[config.mk]
export PLATFORM = sky130hd
export DESIGN_NAME = seq_sub_divider
export DESIGN_NICKNAME = d
export VERILOG_FILES = /design/src/rtl/seq_div_pkg.sv /design/src/rtl/seq_sub_divider_sub_cell.sv /design/src/rtl/seq_sub_divider.sv
export SDC_FILE = /design/constraint.sdc
export NUM_CORES = 1
export LEC_CHECK = 0
export CAP_MARGIN = 20
export CORE_MARGIN = 3
export CORE_UTILIZATION = 55
export DETAILED_ROUTE_END_ITERATION = 10
export PLACE_DENSITY = 0.88
export SLEW_MARGIN = 10
export SYNTH_ARGS = -nofsm -noshare
export SYNTH_HDL_FRONTEND = slang
export SYNTH_HIERARCHICAL = 1
export SYNTH_SLANG_ARGS = --single-unit
[constraint.sdc]
create_clock -name clk -period 12.14 [get_ports clk]
set_clock_uncertainty 0.1 [all_clocks]
set_input_delay 3.035 -clock clk [delete_from_list [all_inputs] [get_ports clk]]
set_output_delay 3.035 -clock clk [all_outputs]
set_load 0.02 [all_outputs]
[src/rtl/seq_div_pkg.sv]
// Shared state encoding and default widths for the sequential restoring divider.
// SEQ_DIV_ROUND_EN adds the ROUND state used for round-half-up quotients.
package seq_div_pkg;

   localparam int DEF_DW = 12;
   localparam int DEF_VW = 5;

`ifdef SEQ_DIV_ROUND_EN
   typedef enum logic [1:0] {IDLE = 2'd0, CALC = 2'd1, DONE = 2'd2, ROUND = 2'd3} div_state_t;
`else
   typedef enum logic [1:0] {IDLE = 2'd0, CALC = 2'd1, DONE = 2'd2} div_state_t;
`endif

endpackage

[src/rtl/seq_sub_divider_sub_cell.sv]
// One-bit full subtractor; chained ripple-borrow to form the trial subtraction.
module sub_cell (
   input  logic a,
   input  logic b,
   input  logic bin,
   output logic d,
   output logic bout
);

   assign d    = a ^ b ^ bin;
   assign bout = (~a & b) | (~(a ^ b) & bin);

endmodule

[src/rtl/seq_sub_divider.sv]
// Sequential restoring divider, one quotient bit per cycle, MSB first.
// Define SEQ_DIV_ROUND_EN to round the quotient half-up in one extra cycle.
module seq_sub_divider
   import seq_div_pkg::*;
#(
   parameter int DW = DEF_DW,
   parameter int VW = DEF_VW
) (
   input  logic          clk,
   input  logic          rst,
   input  logic          in_valid,
   output logic          in_ready,
   input  logic [DW-1:0] dividend,
   input  logic [VW-1:0] divisor,
   output logic          out_valid,
   input  logic          out_ready,
   output logic [DW-1:0] quotient,
   output logic [VW-1:0] remainder,
   output logic          div_zero
);

   localparam int CW = (DW > 1) ? $clog2(DW) : 1;

   div_state_t    state_r, state_next;
   logic [DW-1:0] dvd_r;
   logic [VW-1:0] dvs_r;
   logic [VW-1:0] rem_r;
   logic [DW-1:0] quo_r;
   logic [CW-1:0] cnt_r;
   logic          div_zero_r;
   logic          in_ready_r;
   logic          out_valid_r;

   logic [VW:0]   trial_a_s;
   logic [VW:0]   trial_b_s;
   logic [VW:0]   trial_d_s;
   logic [VW+1:0] borrow_s;
   logic          div_by_zero_s;

   assign div_by_zero_s = (divisor == {VW{1'b0}});
   assign trial_a_s     = {rem_r, dvd_r[DW-1]};
   assign trial_b_s     = {1'b0, dvs_r};
   assign borrow_s[0]   = 1'b0;

   genvar gi;
   generate
      for (gi = 0; gi <= VW; gi++) begin : g_sub
         sub_cell u_cell (
            .a    (trial_a_s[gi]),
            .b    (trial_b_s[gi]),
            .bin  (borrow_s[gi]),
            .d    (trial_d_s[gi]),
            .bout (borrow_s[gi+1])
         );
      end
   endgenerate

   // State register
   always_ff @(posedge clk or posedge rst) begin
      if (rst) begin
         state_r <= IDLE;
      end else begin
         state_r <= state_next;
      end
   end

   // Next-state decode
   always_comb begin
      state_next = state_r;
      case (state_r)
         IDLE: begin
            if (in_valid) begin
               state_next = div_by_zero_s ? DONE : CALC;
            end else begin
               state_next = IDLE;
            end
         end
         CALC: begin
            if (cnt_r == {CW{1'b0}}) begin
`ifdef SEQ_DIV_ROUND_EN
               state_next = ROUND;
`else
               state_next = DONE;
`endif
            end else begin
               state_next = CALC;
            end
         end
`ifdef SEQ_DIV_ROUND_EN
         ROUND: begin
            state_next = DONE;
         end
`endif
         DONE: begin
            if (out_ready) begin
               state_next = IDLE;
            end else begin
               state_next = DONE;
            end
         end
         default: begin
            state_next = IDLE;
         end
      endcase
   end

   // Handshake flags registered from the next state
   always_ff @(posedge clk or posedge rst) begin
      if (rst) begin
         in_ready_r  <= 1'b1;
         out_valid_r <= 1'b0;
      end else begin
         in_ready_r  <= (state_next == IDLE);
         out_valid_r <= (state_next == DONE);
      end
   end

   // Operand capture, restoring steps and optional rounding
   always_ff @(posedge clk or posedge rst) begin
      if (rst) begin
         dvd_r      <= {DW{1'b0}};
         dvs_r      <= {VW{1'b0}};
         rem_r      <= {VW{1'b0}};
         quo_r      <= {DW{1'b0}};
         cnt_r      <= {CW{1'b0}};
         div_zero_r <= 1'b0;
      end else begin
         case (state_r)
            IDLE: begin
               if (in_valid) begin
                  dvd_r      <= dividend;
                  dvs_r      <= divisor;
                  cnt_r      <= CW'(DW - 1);
                  div_zero_r <= div_by_zero_s;
                  if (div_by_zero_s) begin
                     quo_r <= {DW{1'b1}};
                     rem_r <= dividend[VW-1:0];
                  end else begin
                     quo_r <= {DW{1'b0}};
                     rem_r <= {VW{1'b0}};
                  end
               end
            end
            CALC: begin
               dvd_r <= {dvd_r[DW-2:0], 1'b0};
               quo_r <= {quo_r[DW-2:0], ~borrow_s[VW+1]};
               // On borrow the shifted-in value is below the divisor, so it fits VW bits
               if (borrow_s[VW+1]) begin
                  rem_r <= trial_a_s[VW-1:0];
               end else begin
                  rem_r <= trial_d_s[VW-1:0];
               end
               if (cnt_r != {CW{1'b0}}) begin
                  cnt_r <= cnt_r - CW'(1);
               end
            end
`ifdef SEQ_DIV_ROUND_EN
            ROUND: begin
               if (({rem_r, 1'b0} >= {1'b0, dvs_r}) && (quo_r != {DW{1'b1}})) begin
                  quo_r <= quo_r + {{(DW-1){1'b0}}, 1'b1};
               end
            end
`endif
            DONE: begin
               quo_r <= quo_r;
            end
            default: begin
               quo_r <= quo_r;
            end
         endcase
      end
   end

   assign in_ready  = in_ready_r;
   assign out_valid = out_valid_r;
   assign quotient  = quo_r;
   assign remainder = rem_r;
   assign div_zero  = div_zero_r;

endmodule

Word level (Yosys, flattened, before mapping). Cells that the tools add are included.

Output and inout port bits: 20. Bits of input ports: 21. Register bits after elaboration: 43. Logic and storage cells: 75.

Multiplexer cells: 17. Eq/ne operators: 5. Bitwise gates (word level): 34. Reduce and logical (&&, ||, !) cells: 9. Add/sub/neg operators: 1.

Operator list (count): one-hot mux 12 bit (2 select lines) (2); two-way mux 12 bit (3); two-way mux 5 bit (3); NOT 1 bit (11); AND 1 bit (10); one-hot mux 5 bit (2 select lines) (1); bitwise XOR 1 bit (9); two-way mux 2 bit (4); two-way mux 4 bit (2); one-hot mux 4 bit (2 select lines) (1); one-hot mux 2 bit (3 select lines) (1); zero test 5 bit (1); == test 2 bit, second input constant (2); zero test 2 bit (2); zero test 4 bit (1); != test 2 bit, second input constant (2); OR 1 bit (4); AND reduction 2 bit (2); nonzero test 4 bit (1); subtractor 4 x 1 -> 4 bit, second input constant (1); AND reduction 3 bit (1); == test 2 x 1 -> 1 bit, second input constant (1); nonzero test 2 bit (1).

Depth between registers and ports, before layout.
Depth in word-level cells: 13. Depth in mapped cells: 22.

Hierarchy. The synthesis kept the hierarchy.

Modules (own cells, without submodules): seq_sub_divider (cells each 171, times used 1, seq. area each 1077.3 µm², area an instance 1961.9 µm²); sub_cell (cells each 4, times used 6, seq. area each 0.0 µm², area an instance 31.3 µm²).

Worst setup path after synthesis. OpenSTA, ideal clock, no wires.

Path type: input-to-reg. From: input port divisor[0]. To: register quo_r[7] (netlist: quotient[7]). Data arrival time: 4.151 ns. Setup time: 0.067 ns. Slack: 7.822 ns. Cell stages on the path: 4. Cell sequence: or4_4 > nor3b_4 > buf_6 > nand2b_1.

Cells in the longest elaborated chain, start to end: 4.

Ends and longest elaborated chain: from (decl) (RTL line seq_sub_divider.sv:14) `input logic [VW-1:0] divisor,`; zero test 5 bit (RTL line seq_sub_divider.sv:40) `assign div_by_zero_s = (divisor == {VW{1'b0}});`; two-way mux 12 bit (RTL line seq_sub_divider.sv:135) `if (div_by_zero_s) begin`; two-way mux 12 bit (RTL line seq_sub_divider.sv:130) `if (in_valid) begin`; one-hot mux 12 bit (2 select lines) (RTL line seq_sub_divider.sv:128) `case (state_r)`; to (signal assigned) (RTL line seq_sub_divider.sv:136) `quo_r <= {DW{1'b1}};`; to (signal assigned) (RTL line seq_sub_divider.sv:139) `quo_r <= {DW{1'b0}};`; to (signal assigned) (RTL line seq_sub_divider.sv:146) `quo_r <= {quo_r[DW-2:0], ~borrow_s[VW+1]};`; to (decl) (RTL line seq_sub_divider.sv:28) `logic [DW-1:0] quo_r;`.

No other way between the ends. The select of a mux whose other input is x is not followed. A chain may end at the register's enable or synchronous reset.

Final worst setup path.
From: input port in_valid. To: register rem_r[2] (netlist: remainder[2]).

Cells in the longest elaborated chain, start to end: 2.

Ends and longest elaborated chain: from (decl) (RTL line seq_sub_divider.sv:11) `input logic in_valid,`; != test 2 bit (no source line); AND reduction 2 bit (no source line); to (signal assigned) (RTL line seq_sub_divider.sv:123) `rem_r <= {VW{1'b0}};`; to (signal assigned) (RTL line seq_sub_divider.sv:137) `rem_r <= dividend[VW-1:0];`; to (signal assigned) (RTL line seq_sub_divider.sv:140) `rem_r <= {VW{1'b0}};`; to (decl) (RTL line seq_sub_divider.sv:27) `logic [VW-1:0] rem_r;`.

No other way between the ends.

==> flow_summary.yaml <==
sta:
  fin_tns_setup_ns: 0
  finalHoldViolations: 0
  setup_viol: 0
  setup_slack_ns: 7.411
  slew_headroom_pct: 28.98
  rsz0062_at_grt: "false"
  finalCriticalPeriod_ns: 4.729
  maxSlewViolCount: 0
  worstMarginPinSlew_ns: 1.065
  max_freq_mhz: 211.5
  fin_crit_sh_pct: 38.96
worst_setup_path:
  reg2reg_slack_ns: 7.90
  critPathLaunch: "in_valid"
  arrival_ns: 4.88
  crit_type: "input port to flop"
  crit_required_ns: 12.29
  timing.rr.start: "dvd_r[11]"
  crit_fanout: 19
  start_kind: "input port"
  cp-end-kind: "flop"
clock_network:
  cts_made_buffers: 5
  post_cts.repair.setup_buffers: 0
  clock_sinks: 43
  cts_tree: "built"
  clk_latency_ns: 0.31
  cts-resized-gates: 0
  cts_hold_buf: 0
  htree_num_levels: 2
  cts-root-buf: "clkbuf_8"
  clockBufferDepth: 2
  cts.clk_slew.worst_paths_ns: 0.08
global_route:
  track_usage_pct: 22.08
  grt_pass1_wl_um: 7431
  grt_max_degree: 44
  overflow: 0
  grt_pass1_vias: 1482
  antenna_found_initial: 0
yosys:
  synth.largest_area_cell: "dfrtp_1"
  synth_cell_types: 34
  yosys.area.top_type_share_pct: 48.89
  synth_compound_area_share_pct: 17.81
  syn_area_sq_um: 2150
  ys_warn_count: 6
  synth.area.top_cells: "dfrtp_1, fa_1, a22oi_1, a32oi_1, inv_1"
  avgSynthCellArea_sq_um: 11.02
  ys_seq_elements: 43
  yosys_most_used_dff: "dfrtp_1"
  synth_cells: 195
  synth_top_family_by_area: "compound AO/OA/AOI/OAI gates"
  synth_simple_gate_area_share_pct: 12.51
  synth_fa_ha_area_share_pct: 6.752
  async_reset_ff_share_pct: 100.0
  synth_xor_area_share_pct: 0
  synth_mux_area_share_pct: 5.937
  synthTopCellsByCount: "dfrtp_1, inv_1, nand2_1, a22oi_1, o21ai_0"
  synth_edf_count: 0
  ys_seq_area_share_pct: 50.12
  yosysMostFrequentCell: "dfrtp_1"
status:
  outcome: "complete, no violations"
worst_hold_path:
  worstHoldStart: "dvd_r[2]"
  hold_path_class: "flop to flop"
drt:
  vias: 1574
  viasPerCell: 5.601
  drc: 0
  drt_iter0_markers: 154
  antenna_left: 0
  wirelength_um: 4365
  drt_first_pass_iters: 4
  wire_per_inst_um: 15.53
layout:
  multi_input_area_sq_um: 935.9
  nets: 261
  drive_above_1_share_pct: 9.871
  syn2layout_area_growth_pct: 24.85
  fillers: 269
  antennaDiodeCount: 0
  register_area_sq_um: 1077
power_and_ir_drop:
  p_sw_mw: 0.2637
  p_int_mw: 0.4141
  power.leakage_nw: 1.241
  p_sw_share_pct: 38.91
  seqPwrFrac_pct: 39.2
  vdd_ir_drop_max_mv: 0.1245
  comb_power_share_pct: 44.0
  p_per_area_nw_per_um2: 252.6
  clkPwrFrac_pct: 16.7
placed_design:
  hpwlAfterDp_um: 2946
  numPortBuffers: 40
  routabilityCongestion: 0.7380
  place_worst_setup_slack_ns: 7.117
floorplan:
  boundaryPins: 41
  die_h_um: 68.52
  core_sq_um: 3716
  rows: 22
  start_util_pct: 57.85
  dieArea_sq_um: 4694
  die_w_um: 68.52
run:
  cap_violations: 0
-- through the flow --
stage               cells  util [%]  power [mW]  hold slack [ns]  area, sq um
detailed placement    273     69.19      0.5687           0.3703         2571
global placement      273     69.19      0.5553           0.3623         2571
floorplan             196         -      0.4656           0.3463         2153
finish                281     72.22      0.6779           0.3872         2684
CTS                   281     72.22      0.6830           0.3898         2684
global route          281     72.22      0.7369           0.4170         2684
-- cell usage in the layout, fill, tap and decap left out, drive strengths merged, types with 2 or more instances in the layout --
| cell type | instances |
|---|---|
| a22oi | 14 |
| inv | 22 |
| buf | 2 |
| ha | 2 |
| or4 | 2 |
| nor3b | 3 |
| nand2 | 15 |
| nor2b | 3 |
| dfrtp | 42 |
| conb | 2 |
| nand2b | 13 |
| clkbuf | 5 |
| mux2i | 6 |
| a32oi | 10 |
| clkinv | 2 |
| mux2 | 6 |
| o21ai | 14 |
| a221o | 7 |
| a211o | 2 |
| clkdlybuf4s50 | 40 |
| fa | 6 |
| nor2 | 5 |
-- final cells by class --
type                       count  share of cell area (%)
tap                           48                   2.238
clock inverter                 3                   1.632
clock buffer                   5                   2.564
multi-input combinational    118                   34.87
sequential                    43                   40.14
inverter                      22                   3.077
timing repair buffer          42                   15.48
-- registers in the layout (all words and copies together) (netlist names) --
name and flops:
div_zero 1, cnt_r 4, state_r 2, remainder 5, quotient 12, dvs_r 5
in_ready 1, out_valid 1, dvd_r 12
-- layer usage --
metal  global-route usage (%)  vias up  wire length [um]
li1                         -      752                 -
met1                    31.79      782              2044
met2                    32.06       35              2065
met3                    6.321        5               186
met4                    7.444        0                68
met5                        0        -                 0
-- kinds of logic after synthesis --
family,after synthesis
AOI/OAI and AO/OA,51
DFF,43
buffers and inverters,35
other,1
adders and majority gates,8
muxes,12
and+or+nand+nor,45
-- power by group through the flow --
stage          Combinational (mW)  Clock [mW]  Sequential (mW)
6_report                    0.298       0.114            0.266
5_1_grt                     0.338       0.123            0.276
4_1_cts                     0.301       0.116            0.265
3_5_place_dp                0.302           0            0.267
3_3_place_gp                0.290           0            0.266
2_1_floorplan               0.191           0            0.274
-- worst paths after layout --
kind	endpoint	depth (start not counted)
worst max-delay path	remainder[2]	4
worst min-delay path	dvd_r[2]	2
worst max register to register	remainder[0]	20
worst min register to register	dvd_r[2]	2
max in group asynchronous	in_ready	3
min in group asynchronous	dvs_r[0]	3
-- worst max-delay path: stages --
cell             delay, ns
clkdlybuf4s50_1       0.53
nor3b_4               0.41
nor3b_4               0.65
a221o_1               0.25
Power figures use the tool's default switching activity.
